**src/rtl/chimera_wide_bypass_switch.sv**
```systemverilog
// Wide-path bypass-mode switch: drains outstanding wide AXI traffic before
// flipping the adapter bypass mode, and caps outstanding reads and writes.
module chimera_wide_bypass_switch #(
  parameter int unsigned MaxWrTxns    = 8,
  parameter int unsigned MaxRdTxns    = 8,
  parameter int unsigned SettleCycles = 4
) (
  input  logic                               soc_clk_i,
  input  logic                               rst_i,
  input  logic                               bypass_req_i,
  output logic                               bypass_o,
  output logic                               busy_o,
  input  logic                               aw_valid_i,
  output logic                               aw_ready_o,
  output logic                               aw_valid_o,
  input  logic                               aw_ready_i,
  input  logic                               ar_valid_i,
  output logic                               ar_ready_o,
  output logic                               ar_valid_o,
  input  logic                               ar_ready_i,
  input  logic                               b_valid_i,
  input  logic                               b_ready_i,
  input  logic                               r_valid_i,
  input  logic                               r_ready_i,
  input  logic                               r_last_i,
  output logic [$clog2(MaxWrTxns+1)-1:0]     wr_cnt_o,
  output logic [$clog2(MaxRdTxns+1)-1:0]     rd_cnt_o
);

  localparam int unsigned WrW  = $clog2(MaxWrTxns + 1);
  localparam int unsigned RdW  = $clog2(MaxRdTxns + 1);
  localparam int unsigned TmrW = (SettleCycles > 0) ? $clog2(SettleCycles + 1) : 1;
  localparam logic [WrW-1:0] WrMax = WrW'(MaxWrTxns);
  localparam logic [RdW-1:0] RdMax = RdW'(MaxRdTxns);

  typedef enum logic [1:0] {IDLE, DRAIN, SWITCH, SETTLE} state_e;

  state_e          state_q, state_d;
  logic [TmrW-1:0] tmr_q, tmr_d;
  logic            bypass_q, bypass_d;
  logic            aw_lock_q, aw_lock_d, ar_lock_q, ar_lock_d;
  logic [WrW-1:0]  wr_cnt_q, wr_cnt_d;
  logic [RdW-1:0]  rd_cnt_q, rd_cnt_d;
  logic            wr_inc, wr_dec, rd_inc, rd_dec;
  logic            aw_lock_req, ar_lock_req;

  assign aw_valid_o = aw_valid_i & ~aw_lock_q;
  assign aw_ready_o = aw_ready_i & ~aw_lock_q;
  assign ar_valid_o = ar_valid_i & ~ar_lock_q;
  assign ar_ready_o = ar_ready_i & ~ar_lock_q;

  assign wr_inc = aw_valid_o & aw_ready_i;
  assign wr_dec = b_valid_i & b_ready_i;
  assign rd_inc = ar_valid_o & ar_ready_i;
  assign rd_dec = r_valid_i & r_ready_i & r_last_i;

  always_comb begin
    wr_cnt_d = wr_cnt_q;
    if (wr_inc && !wr_dec)
      wr_cnt_d = wr_cnt_q + 1'b1;
    else if (!wr_inc && wr_dec && wr_cnt_q != '0)
      wr_cnt_d = wr_cnt_q - 1'b1;
    rd_cnt_d = rd_cnt_q;
    if (rd_inc && !rd_dec)
      rd_cnt_d = rd_cnt_q + 1'b1;
    else if (!rd_inc && rd_dec && rd_cnt_q != '0)
      rd_cnt_d = rd_cnt_q - 1'b1;
  end

  // Also request the lock when this cycle's handshake reaches Max, so the
  // registered lock closes on that same edge and the count cannot overshoot.
  assign aw_lock_req = (state_q != IDLE) || (wr_cnt_q == WrMax) || (wr_cnt_d == WrMax);
  assign ar_lock_req = (state_q != IDLE) || (rd_cnt_q == RdMax) || (rd_cnt_d == RdMax);

  // A lock may only close while valid is low or handshaking, never mid-offer.
  assign aw_lock_d = aw_lock_req & (aw_lock_q | ~aw_valid_i | aw_ready_i);
  assign ar_lock_d = ar_lock_req & (ar_lock_q | ~ar_valid_i | ar_ready_i);

  always_comb begin
    state_d  = state_q;
    tmr_d    = tmr_q;
    bypass_d = bypass_q;
    case (state_q)
      IDLE: begin
        if (bypass_req_i != bypass_q) state_d = DRAIN;
      end
      DRAIN: begin
        // Request changes after leaving IDLE are ignored; the mode always flips.
        if (aw_lock_q && ar_lock_q && wr_cnt_q == '0 && rd_cnt_q == '0) begin
          state_d  = SWITCH;
          bypass_d = ~bypass_q;
        end
      end
      SWITCH: begin
        if (SettleCycles == 0) begin
          state_d = IDLE;
        end else begin
          state_d = SETTLE;
          tmr_d   = TmrW'(SettleCycles);
        end
      end
      SETTLE: begin
        if (tmr_q == '0) state_d = IDLE;
        else             tmr_d   = tmr_q - 1'b1;
      end
      default: state_d = IDLE;
    endcase
  end

  always_ff @(posedge soc_clk_i) begin
    if (rst_i) begin
      state_q   <= IDLE;
      tmr_q     <= '0;
      bypass_q  <= 1'b0;
      aw_lock_q <= 1'b0;
      ar_lock_q <= 1'b0;
      wr_cnt_q  <= '0;
      rd_cnt_q  <= '0;
    end else begin
      state_q   <= state_d;
      tmr_q     <= tmr_d;
      bypass_q  <= bypass_d;
      aw_lock_q <= aw_lock_d;
      ar_lock_q <= ar_lock_d;
      wr_cnt_q  <= wr_cnt_d;
      rd_cnt_q  <= rd_cnt_d;
    end
  end

  assign bypass_o = bypass_q;
  assign busy_o   = (state_q != IDLE);
  assign wr_cnt_o = wr_cnt_q;
  assign rd_cnt_o = rd_cnt_q;

  wr_underflow_a: assert property (@(posedge soc_clk_i) disable iff (rst_i)
    !(wr_dec && !wr_inc && wr_cnt_q == '0))
    else $warning("wide B handshake with no outstanding write");

  rd_underflow_a: assert property (@(posedge soc_clk_i) disable iff (rst_i)
    !(rd_dec && !rd_inc && rd_cnt_q == '0))
    else $warning("wide R last handshake with no outstanding read");

  cnt_cap_a: assert property (@(posedge soc_clk_i) disable iff (rst_i)
    (wr_cnt_q <= WrMax) && (rd_cnt_q <= RdMax))
    else $error("outstanding wide transaction count above cap");

endmodule

```
**config.mk**
```make
export PLATFORM = sky130hd
export DESIGN_NAME = chimera_wide_bypass_switch
export DESIGN_NICKNAME = d
export VERILOG_FILES = /design/src/rtl/chimera_wide_bypass_switch.sv
export SDC_FILE = /design/constraint.sdc
export NUM_CORES = 1
export LEC_CHECK = 0
export BUFFER_PORTS_ARGS = -buffer_cell sky130_fd_sc_hd__buf_4
export CAP_MARGIN = 25
export CORE_ASPECT_RATIO = 1.25
export CORE_MARGIN = 2
export CORE_UTILIZATION = 47
export CTS_BUF_LIST = sky130_fd_sc_hd__clkbuf_4 sky130_fd_sc_hd__clkbuf_8 sky130_fd_sc_hd__clkbuf_16
export DETAILED_ROUTE_END_ITERATION = 16
export PLACE_DENSITY = 0.74
export SYNTH_ARGS = -nofsm -noshare
export SYNTH_HDL_FRONTEND = slang
export SYNTH_SLANG_ARGS = --single-unit
```
**constraint.sdc**
```tcl
create_clock -name soc_clk_i -period 1.9 [get_ports soc_clk_i]
set_input_delay 0 -clock soc_clk_i [delete_from_list [all_inputs] [get_ports soc_clk_i]]
set_output_delay 0 -clock soc_clk_i [all_outputs]
set_load 0.05 [all_outputs]
```
* After elaboration in Yosys (flattened, before gate mapping)
Cells that the tools add are included.
Storage, ports and cells: output and inout bits 14, register bits 16, bits of input ports 12, word-level logic and storage cells 82
Cells by class: add/subtract/negate cells 5, reductions and logical operators 28, bitwise logic cells 20, mux-type cells 10, equal/unequal tests 12
Operators by type and width (number):
- 4-bit equality test, second input constant | 4
- 4-bit 2-to-1 mux | 4
- 1-bit AND | 11
- 1-bit logical AND | 9
- 4-bit by 1-bit adder with 4-bit output, second input constant | 2
- 4-bit zero test | 2
- 2-bit inequality test, second input constant | 4
- 2-bit one-hot mux with 4 select lines | 1
- 4-bit nonzero test | 2
- 4-bit by 1-bit subtractor with 4-bit output, second input constant | 2
- 2-bit 2-to-1 mux | 3
- 3-bit one-hot mux with 2 select lines | 1
- 1-bit NOT | 5
- 2-bit equality test, second input constant | 2
- 1-bit zero test | 4
- 1-bit logical OR | 4
- 1-bit OR | 4
- 2-bit AND reduction | 2
- 2-bit nonzero test | 2
- 3-bit zero test | 1
- 3-bit 2-to-1 mux | 1
- 3-bit AND reduction | 1
- 3-bit by 1-bit subtractor with 3-bit output, second input constant | 1
- 2-bit by 1-bit equality test with 1-bit output, second input constant | 1
- other kinds (2) | 2

* Depth between registers and ports, before layout
Gate-level depths: netlist of run 1.
depth after elaboration 11, gate-level depth with buffers 8, gate-level depth less buffers 8

* Least setup slack after synthesis of run 1
OpenSTA, ideal clock, no wires.
path type reg2reg, start register rd_cnt_q[0] (netlist: rd_cnt_o[0]), end register ar_lock_q, arrival 2.204 ns, path slack -0.384 ns, stages on the path, launching flop included 9, period minus slack after synthesis 2.284 ns, required time 1.821 ns, cell sequence dfxtp_1 -> inv_1 -> ha_1 -> nor3b_1 -> or4_1 -> o31ai_1 -> a31o_1 -> a31oi_1 -> a211oi_2
On the way: word-level cells in the longest chain between the ends 7
Ends and longest elaborated chain:
- from (decl) | RTL line 43 | logic [RdW-1:0] rd_cnt_q, rd_cnt_d;
- from (signal assigned) | RTL line 126 | rd_cnt_q <= rd_cnt_d;
- branches (longest 5 deep; another with 4-bit by 1-bit subtractor with 4-bit output)
- 1-bit logical OR * | RTL line 73 | assign ar_lock_req = (state_q != IDLE) || (rd_cnt_q == RdMax) || (rd_cnt_d == RdMax);
- 1-bit AND * | RTL line 77 | assign ar_lock_d = ar_lock_req & (ar_lock_q | ~ar_valid_i | ar_ready_i);
- to (signal assigned) | RTL line 124 | ar_lock_q <= ar_lock_d;
- to (decl) | RTL line 41 | logic aw_lock_q, aw_lock_d, ar_lock_q, ar_lock_d;
Mark *: on every way between the ends. A chain may end at the register's enable or synchronous reset.

* Worst setup path in the final report of run 1
start register wr_cnt_q[1] (netlist: wr_cnt_o[1]), end register aw_lock_q
On the way: word-level cells in the longest chain between the ends 7
Ends and longest elaborated chain:
- from (decl) | RTL line 42 | logic [WrW-1:0] wr_cnt_q, wr_cnt_d;
- from (signal assigned) | RTL line 125 | wr_cnt_q <= wr_cnt_d;
- branches (longest 5 deep; another with 4-bit by 1-bit subtractor with 4-bit output)
- 1-bit logical OR * | RTL line 72 | assign aw_lock_req = (state_q != IDLE) || (wr_cnt_q == WrMax) || (wr_cnt_d == WrMax);
- 1-bit AND * | RTL line 76 | assign aw_lock_d = aw_lock_req & (aw_lock_q | ~aw_valid_i | aw_ready_i);
- to (signal assigned) | RTL line 123 | aw_lock_q <= aw_lock_d;
- to (decl) | RTL line 41
Marked as above.

==> metrics.cfg, run 1 <==
[global_route]
grt_start_max_net_pins = 17
grt_pass1_wl_mm = 4.28
grt_overflow = 0
antenna_found_initial = 0
grt_usage = 0.210
grt_pass1_vias = 1051

[clocking]
clockBufferDepth = 2
clkLatencyLatePin_ns = 0.29
numCtsBuffers = 3
cts_hold_buf = 0
cts_tree = built
clock_sinks = 16
clkSlewWorstSetupHoldPaths_ns = 0.10
cts-root-buf = clkbuf_4
htree_num_levels = 1

[power]
cellLeakagePower_nw = 0.619
powerDensity_nw_per_um2 = 1160
p_total_mw = 1.69
ir_drop_uv = 795

[placement]
gp_congestion = 0.937
placed_cells = 197
place_area_um2 = 1340
place_hpwl_mm = 1.97
io_buffers = 25
dp_slack_ns = -0.0452

[finish]
fin_util = 0.657
layoutNonFillerInstCount = 203
n_antenna_cell = 0
stdcell_area_um2 = 1450
final_common_cell = buf_4
final_cell_mix = 30 x buf_4, 13 x inv_1, 12 x nor2_1, 12 x dfxtp_1, 11 x nand2_1
areaGrowthSynthToFinish_pct = 33.1
drive_gt1_frac = 0.308
nNetsFinal = 195
num-fill-cells = 200

[sta]
period_needed_ns = 1.81
finalWorstSetupSlack_ns = 0.0865
fin_skew_ns = 0.00413
maxSlewHeadroom = 0.695
final.setup.tns_ns = 0
max_slew.worst_pin.slew_ns = 0.457
report.final.hold_viol_count = 0
fmax_mhz = 551
min_period_over_period = 0.954
hold-worst-slack_ns = 0.00573
setup_viol = 0
slew_violations = 0

[drt]
dr_total_vias = 1132
drt_wl_total_mm = 2.65
drc = 0
wl_per_cell_um = 13.0
drt_iter0_markers = 35
drtPass1Iterations = 4
vias_per_cell = 5.58
drtAntennaViolNets = 0

[synthesis]
syn_avg_cell_area_um2 = 7.79
synth_top_area_frac = 0.294
syn-num-nets = 162
yosys_warnings = 0
ys_seq_area_frac = 0.294
synth_area_leaders = dfxtp_1 29%, ha_1 11%, inv_1 5.2%
synth_seq_cells = 16
synth.distinct_cells = 38
synth_cells = 140
yosysTopAreaCell = dfxtp_1
synthesis.area_um2 = 1090

[critical_path]
r2r-start = wr_cnt_o[1]
critPathMaxStageDelay_ns = 0.33
cp-startpoint = wr_cnt_o[1]
required_ns = 2.11
critPathMaxFanout = 4
arrival_ns = 2.02
cp-end-kind = register
crit_path_cell_trace = inv_1 -> ha_4 -> nor3b_4 -> nor3_2 -> nor2_2 -> a21oi_1 -> a221o_1 -> a311oi_2
cpMaxStageDelayCell = dfxtp_2
worstSetupPathType = register to register
start_kind = register

[floorplan]
row_count = 19
initial_core_util = 0.493
ioPinCount = 26
die_y_um = 57.9
die_w_um = 47.1
dieArea_um2 = 2730
core_um2 = 2210

[flow_run]
cap_violations = 0

[run_status]
status = finished, final reports clean

[min_path]
worstHoldStart = rst_i
holdCritPathClass = primary input to register

## sequential cells by signal (all words and copies together), names as in the netlist
register and count:
aw_lock_q 1, ar_lock_q 1, rd_cnt_o 4, wr_cnt_o 4
tmr_q 3, bypass_o 1, state_q 2
## where the power goes
group | leakage (nW) | internal (mW) | switching (mW)
registers | 0.133 | 0.412 | 0.0667
logic | 0.465 | 0.390 | 0.594
clock network | 0.0210 | 0.117 | 0.113
total | 0.619 | 0.918 | 0.774
## Yosys cell counts (all sizes together)
master / n
clkbuf: 1
nand3: 6
nor2: 13
a211oi: 3
o22ai: 1
a32oi: 1
a221o: 1
o221ai: 2
a2bb2oi: 1
mux2i: 1
a31oi: 3
ha: 10
nand2: 11
and2b: 1
a311oi: 2
xor2: 2
a31o: 1
nand4: 1
or4: 1
nand2b: 2
and3b: 2
nand3b: 2
or3: 2
o21ai: 10
xnor2: 3
o31ai: 1
a21oi: 9
o211ai: 2
nor3: 5
inv: 15
nor3b: 2
nor2b: 4
dfxtp: 16
or2: 1
and3: 1
buf: 1
## cell type report
cell class | count | area [µm²] | area share
Clock buffer | 4 | 36.3 | 0.0250
Inverter | 15 | 56.3 | 0.0388
Multi-Input combinational cell | 107 | 763 | 0.525
Sequential cell | 16 | 333 | 0.229
Tap cell | 31 | 38.8 | 0.0267
Timing Repair Buffer | 30 | 225 | 0.155
## repair_timing
action | 4_1_cts | 5_1_grt
endpoints found under the hold margin | 0 | 0
buffers inserted | 2 | 0
endpoints found under the setup margin | 1 | 3
gates resized for setup | 1 | 11
pin swaps | 1 | 1
## per-layer routing
layer | routed length, µm | global-route usage
met4 | 31 | 0.0675
met2 | 1410 | 0.360
met5 | 0 | 0
met3 | 85 | 0.0312
met1 | 1120 | 0.260
## critical path, delay by kind of cell (launching register included)
family	cells	cell delay (ns)
compound gates	3	0.58
fa+ha+maj	1	0.18
buf+inv	1	0.14
flops	1	0.33
simple gates	3	0.51
## worst paths after layout
check             cells after the start  slack [ns]          end
setup / recovery                      8        0.09    aw_lock_q
hold / removal                        2       0.006  wr_cnt_o[0]
setup reg to reg                      8        0.09    aw_lock_q
hold reg to reg                       2        0.48     tmr_q[0]
## kinds of logic (layout without fill, tap and decap cells)
family | after synthesis | count (layout) | synth area share
and+or+nand+nor | 54 | 54 | 0.256
AOI/OAI and AO/OA | 37 | 37 | 0.221
buffers and inverters | 17 | 49 | 0.0654
DFF | 16 | 16 | 0.294
adders and majority gates | 10 | 10 | 0.115
xor gates and xnor gates | 5 | 5 | 0.0401
muxes | 1 | 1 | 0.00917
Note: power is estimated with default switching activity, not from simulation.
==> run 2, diff against run 1 <==
- CORE_UTILIZATION: 47 -> 52
- PLACE_DENSITY: 0.74 -> 0.81
- clock period: 1.9 -> 1.75 ns (I/O delays scaled with it)
==> run 2 against run 1 <==
Against the previous run:
- the flow now finishes with violations (negative setup slack)
- first-iteration DRC count grew 40%
- clock-buffer cell count is the same
- cell count increased by 3.9%
- maximum frequency rose by 2.5%
- sequential power up 9.4%
- register-to-register slack worse by 0.11 ns
- cell area rose by 15%
- critical path type unchanged
==> metrics.cfg, run 2 (same netlist as run 1, synthesis figures left out) <==
[critical_path]
cpMaxStageDelayCell = dfxtp_4
worstSetupPathType = register to register
arrival_ns = 1.97
critPathMaxStageDelay_ns = 0.37
required_ns = 1.96
cp-end-kind = register
critPathMaxFanout = 4
start_kind = register
crit_path_cell_trace = inv_4 -> ha_4 -> nor3b_4 -> nor3_4 -> nor2_2 -> a21oi_2 -> a221o_1 -> a311oi_1

[global_route]
grt_overflow = 0
grt_pass1_vias = 1201
antenna_found_initial = 0
grt_start_max_net_pins = 17
grt_pass1_wl_mm = 5.31
grt_usage = 0.283

[floorplan]
die_w_um = 45.0
dieArea_um2 = 2480
row_count = 18
ioPinCount = 26
core_um2 = 1980
die_y_um = 55.2
initial_core_util = 0.551

[drt]
wl_per_cell_um = 16.7
drt_iter0_markers = 49
drtPass1Iterations = 6
drt_wl_total_mm = 3.53
vias_per_cell = 6.20
drtAntennaViolNets = 0
dr_total_vias = 1308
drc = 0

[power]
cellLeakagePower_nw = 0.725
powerDensity_nw_per_um2 = 1240
p_total_mw = 2.06
ir_drop_uv = 1140

[finish]
final_cell_mix = 47 x buf_4, 12 x nor2_1, 11 x inv_1
n_antenna_cell = 0
drive_gt1_frac = 0.450
layoutNonFillerInstCount = 211
multi_input_area_um2 = 832
seqCellArea_um2 = 339
areaGrowthSynthToFinish_pct = 52.6
final_common_cell = buf_4
nNetsFinal = 214
num-fill-cells = 119
stdcell_area_um2 = 1670

[placement]
place_hpwl_mm = 2.21
io_buffers = 25
placed_cells = 198
place_area_um2 = 1460
gp_congestion = 0.882

[sta]
report.final.hold_viol_count = 0
setup_viol = 5
finalWorstSetupSlack_ns = -0.0188
min_period_over_period = 1.01
slew_violations = 0
maxSlewHeadroom = 0.724
fmax_mhz = 565
hold-worst-slack_ns = 0.0355
max_slew.worst_pin.slew_ns = 0.412
period_needed_ns = 1.77
final.setup.tns_ns = -0.0468
fin_skew_ns = 0.00280
rsz0062_at_grt = yes

[flow_run]
cap_violations = 0

[run_status]
violations = negative setup slack
status = complete, but fails checks

[clocking]
clkSlewWorstSetupHoldPaths_ns = 0.10
clkLatencyLatePin_ns = 0.30
cts_tree = built
cts-root-buf = clkbuf_4
htree_num_levels = 1
clockBufferDepth = 2
clock_sinks = 16
numCtsBuffers = 3

[min_path]
holdCritPathClass = primary input to register

run 2: per-layer routing:
layer / track usage / vias to the layer above / part of all wire
li1: - / 597 / -
met1: 0.312 / 637 / 0.37
met2: 0.522 / 58 / 0.56
met3: 0.0425 / 16 / 0.041
met4: 0.0840 / 0 / 0.028
met5: 0 / - / 0
run 2: repair_timing:
action,CTS,global route
endpoints found under the hold margin,1,2
pin swaps,1,10
buffers inserted,3,7
gates resized for setup,7,16
setup endpoints to repair,3,7
cloned,0,0
hold buffers,1,1
run 2: stage by stage:
step                worst slack, ns  utilization
finish                      -0.0188        0.840
global route                 -0.157        0.840
CTS                        -0.00257        0.782
detailed placement          -0.0710        0.734
global placement            -0.0784        0.734
floorplan                  -0.00890            -
run 2: power by group:
part,total [mW],internal (mW),switching (mW)
registers,0.523,0.450,0.0736
clock network,0.235,0.104,0.130
logic,1.31,0.549,0.756
run 2: area by class of cell:
type / count / area share
Tap cell: 20 / 0.0150
Sequential cell: 16 / 0.204
Clock buffer: 4 / 0.0180
Timing Repair Buffer: 49 / 0.224
Multi-Input combinational cell: 107 / 0.500
Inverter: 15 / 0.0398
run 2: path summary, 6_finish.rpt:
| path | startpoint | end | slack [ns] | cells past startpoint |
|---|---|---|---|---|
| min reg2reg | tmr_q[0] | tmr_q[0] | 0.51 | 2 |
| max reg2reg | wr_cnt_o[1] | aw_lock_q | -0.02 | 8 |
| min | ar_valid_i | ar_lock_q | 0.04 | 3 |
| max | wr_cnt_o[1] | aw_lock_q | -0.02 | 8 |
run 2: worst max-delay path, delay by kind of cell (launching register included):
family          cells  cell delay (ns)
buf+inv             1             0.07
fa+ha+maj           1             0.13
compound gates      3             0.62
flops               1             0.37
simple gates        3             0.49
==> run 3, diff against run 2 <==
- SETUP_SLACK_MARGIN: not set -> 0.5
==> run 3 against run 2 <==
Against the previous run:
- the run still ends with negative setup slack left
- register-to-register slack worse by 0.11 ns
- first-iteration DRC count is 61% higher
- sequential power is 4% higher
- worst setup slack worse by 0.11 ns
- non-clock buffer count is 4 higher
- clock power is 17% higher
- cell count is 1.9% higher
- total power is 11% higher
- via count is 5.4% higher
- combinational power is 13% higher
- worst hold slack worse by 0.010 ns
- largest power group unchanged
- highest routed layer unchanged
==> metrics.cfg, run 3 (same netlist as run 1, synthesis figures left out) <==
[global_route]
grt_pass1_vias = 1164
grt_usage = 0.266
grt_overflow = 0
grt_start_max_net_pins = 17
antenna_found_initial = 0
grt_pass1_wl_mm = 5.04

[critical_path]
worstSetupPathType = register to register
required_ns = 1.96
arrival_ns = 2.08
path_delay_family = buffers and inverters
cpMostUsedCell = buf_4
critPathMaxFanout = 4
r2r-start = wr_cnt_o[1]
cpMaxStageDelayCell = dfxtp_4
critical_path_depth = 9
r2r_slack_ns = -0.12
crit_path_cell_trace = inv_4 -> ha_4 -> nor3b_4 -> buf_4 -> nand4_1 -> buf_4 -> buf_4 -> o21ai_0 -> a21oi_1
critPathMaxStageDelay_ns = 0.37
start_kind = register
cp-end-kind = register
worst-path-buf-inv = 4
reg2reg_depth = 9
crit_end = bypass_o
cp-startpoint = wr_cnt_o[1]
regToRegEndpoint = bypass_o

[power]
clkPwrFrac = 0.119
powerDensity_nw_per_um2 = 1260
cellLeakagePower_nw = 0.766
internal-power_mw = 1.21
p_total_mw = 2.30
ir_drop_uv = 1020
p_sw_frac = 0.472
pwr-share-comb = 0.645
power_switching_mw = 1.09
p_seq_frac = 0.236

[floorplan]
core_um2 = 1980
dieArea_um2 = 2480
initial_core_util = 0.551
die_y_um = 55.2
row_count = 18
die_w_um = 45.0
ioPinCount = 26

[sta]
min_period_over_period = 1.07
finalWorstSetupSlack_ns = -0.124
max_slew.worst_pin.slew_ns = 0.424
setup_viol = 3
period_needed_ns = 1.87
report.final.hold_viol_count = 0
hold-worst-slack_ns = 0.0252
slew_violations = 0
rsz0062_at_grt = yes
fin_skew_ns = 0.00198
maxSlewHeadroom = 0.717
fmax_mhz = 534

[clocking]
htree_num_levels = 1
numCtsBuffers = 3
clock_sinks = 16
clkLatencyLatePin_ns = 0.31
cts_tree = built
cts-root-buf = clkbuf_4
clkSlewWorstSetupHoldPaths_ns = 0.11
clockBufferDepth = 2

[placement]
gp_congestion = 0.921
io_buffers = 25
place_hpwl_mm = 2.13

[drt]
drt-met1-wl_mm = 1.64
drt_iter0_markers = 79
dr.max_layer_used = met4
wl_per_cell_um = 20.9
dr_wl_met3_um = 247
drtPass1Iterations = 4
wl_met2_mm = 2.39
vias_per_cell = 6.41
drc = 0
drtAntennaViolNets = 0
dr_total_vias = 1379
drt_wl_total_mm = 4.49

[finish]
final_cell_mix = 47 x buf_4, 12 x nor2_1, 8 x dfxtp_2
n_antenna_cell = 0
final_common_cell = buf_4
nNetsFinal = 218
drive_gt1_frac = 0.585
areaGrowthSynthToFinish_pct = 67.3

[min_path]
holdCritPathClass = primary input to register

[flow_run]
cap_violations = 0

[run_status]
violations = negative setup slack
status = complete, but fails checks

## run 3: layout make-up
cell class,count,area [µm²]
well taps,20,25.0
multi-input cells,107,925
repair buffers,53,418
clock buffers,4,36.3
flip-flops and latches,16,349
inverters,15,72.6
fillers,73,156
## run 3: power groups by stage
stage / clock network [mW] / registers (mW) / logic (mW)
5_1_grt: 0.282 / 0.544 / 1.55
6_report: 0.275 / 0.542 / 1.48
3_3_place_gp: 0 / 0.551 / 1.05
3_5_place_dp: 0 / 0.558 / 1.08
2_1_floorplan: 0 / 0.631 / 0.742
4_1_cts: 0.261 / 0.527 / 1.24
## run 3: worst min path at each step
| stage | startpoint | cells after the start | slack, ns | end |
|---|---|---|---|---|
| after floorplan | rst_i | 1 | 0.06 | wr_cnt_o[1] |
| after global placement | ar_ready_i | 3 | 0.30 | ar_lock_q |
| after detailed placement | ar_ready_i | 3 | 0.30 | ar_lock_q |
| after CTS | ar_valid_i | 3 | 0.02 | ar_lock_q |
| after global routing | ar_valid_i | 3 | 0.02 | ar_lock_q |
| final | ar_valid_i | 3 | 0.03 | ar_lock_q |
## run 3: layer usage
layer,track usage,up-vias
li1,-,615
met1,0.318,659
met2,0.457,83
met3,0.0392,22
met4,0.105,0
met5,0,-
## run 3: tightest hold or removal path, stage by stage
cell      delay, ns
buf_4          0.08
and2b_2        0.16
a211oi_2       0.07
## run 3: timing repair
item	CTS	global route
endpoints found under the hold margin	6	0
setup endpoints to repair	15	16
pin swaps	9	20
hold buffers	2	0
setup buffers	13	8
resized for setup	14	29
## run 3: per-stage QoR
stage               cell area, µm²  TNS [ns]  utilization  cells  setup WS (ns)
floorplan                     1210  -0.00866            -    140       -0.00866
global placement              1450         0        0.730    188         0.0807
detailed placement            1450         0        0.730    188         0.0162
CTS                           1650         0        0.831    207         0.0416
global route                  1830    -0.535        0.921    215         -0.144
finish                        1830    -0.292        0.921    215         -0.124
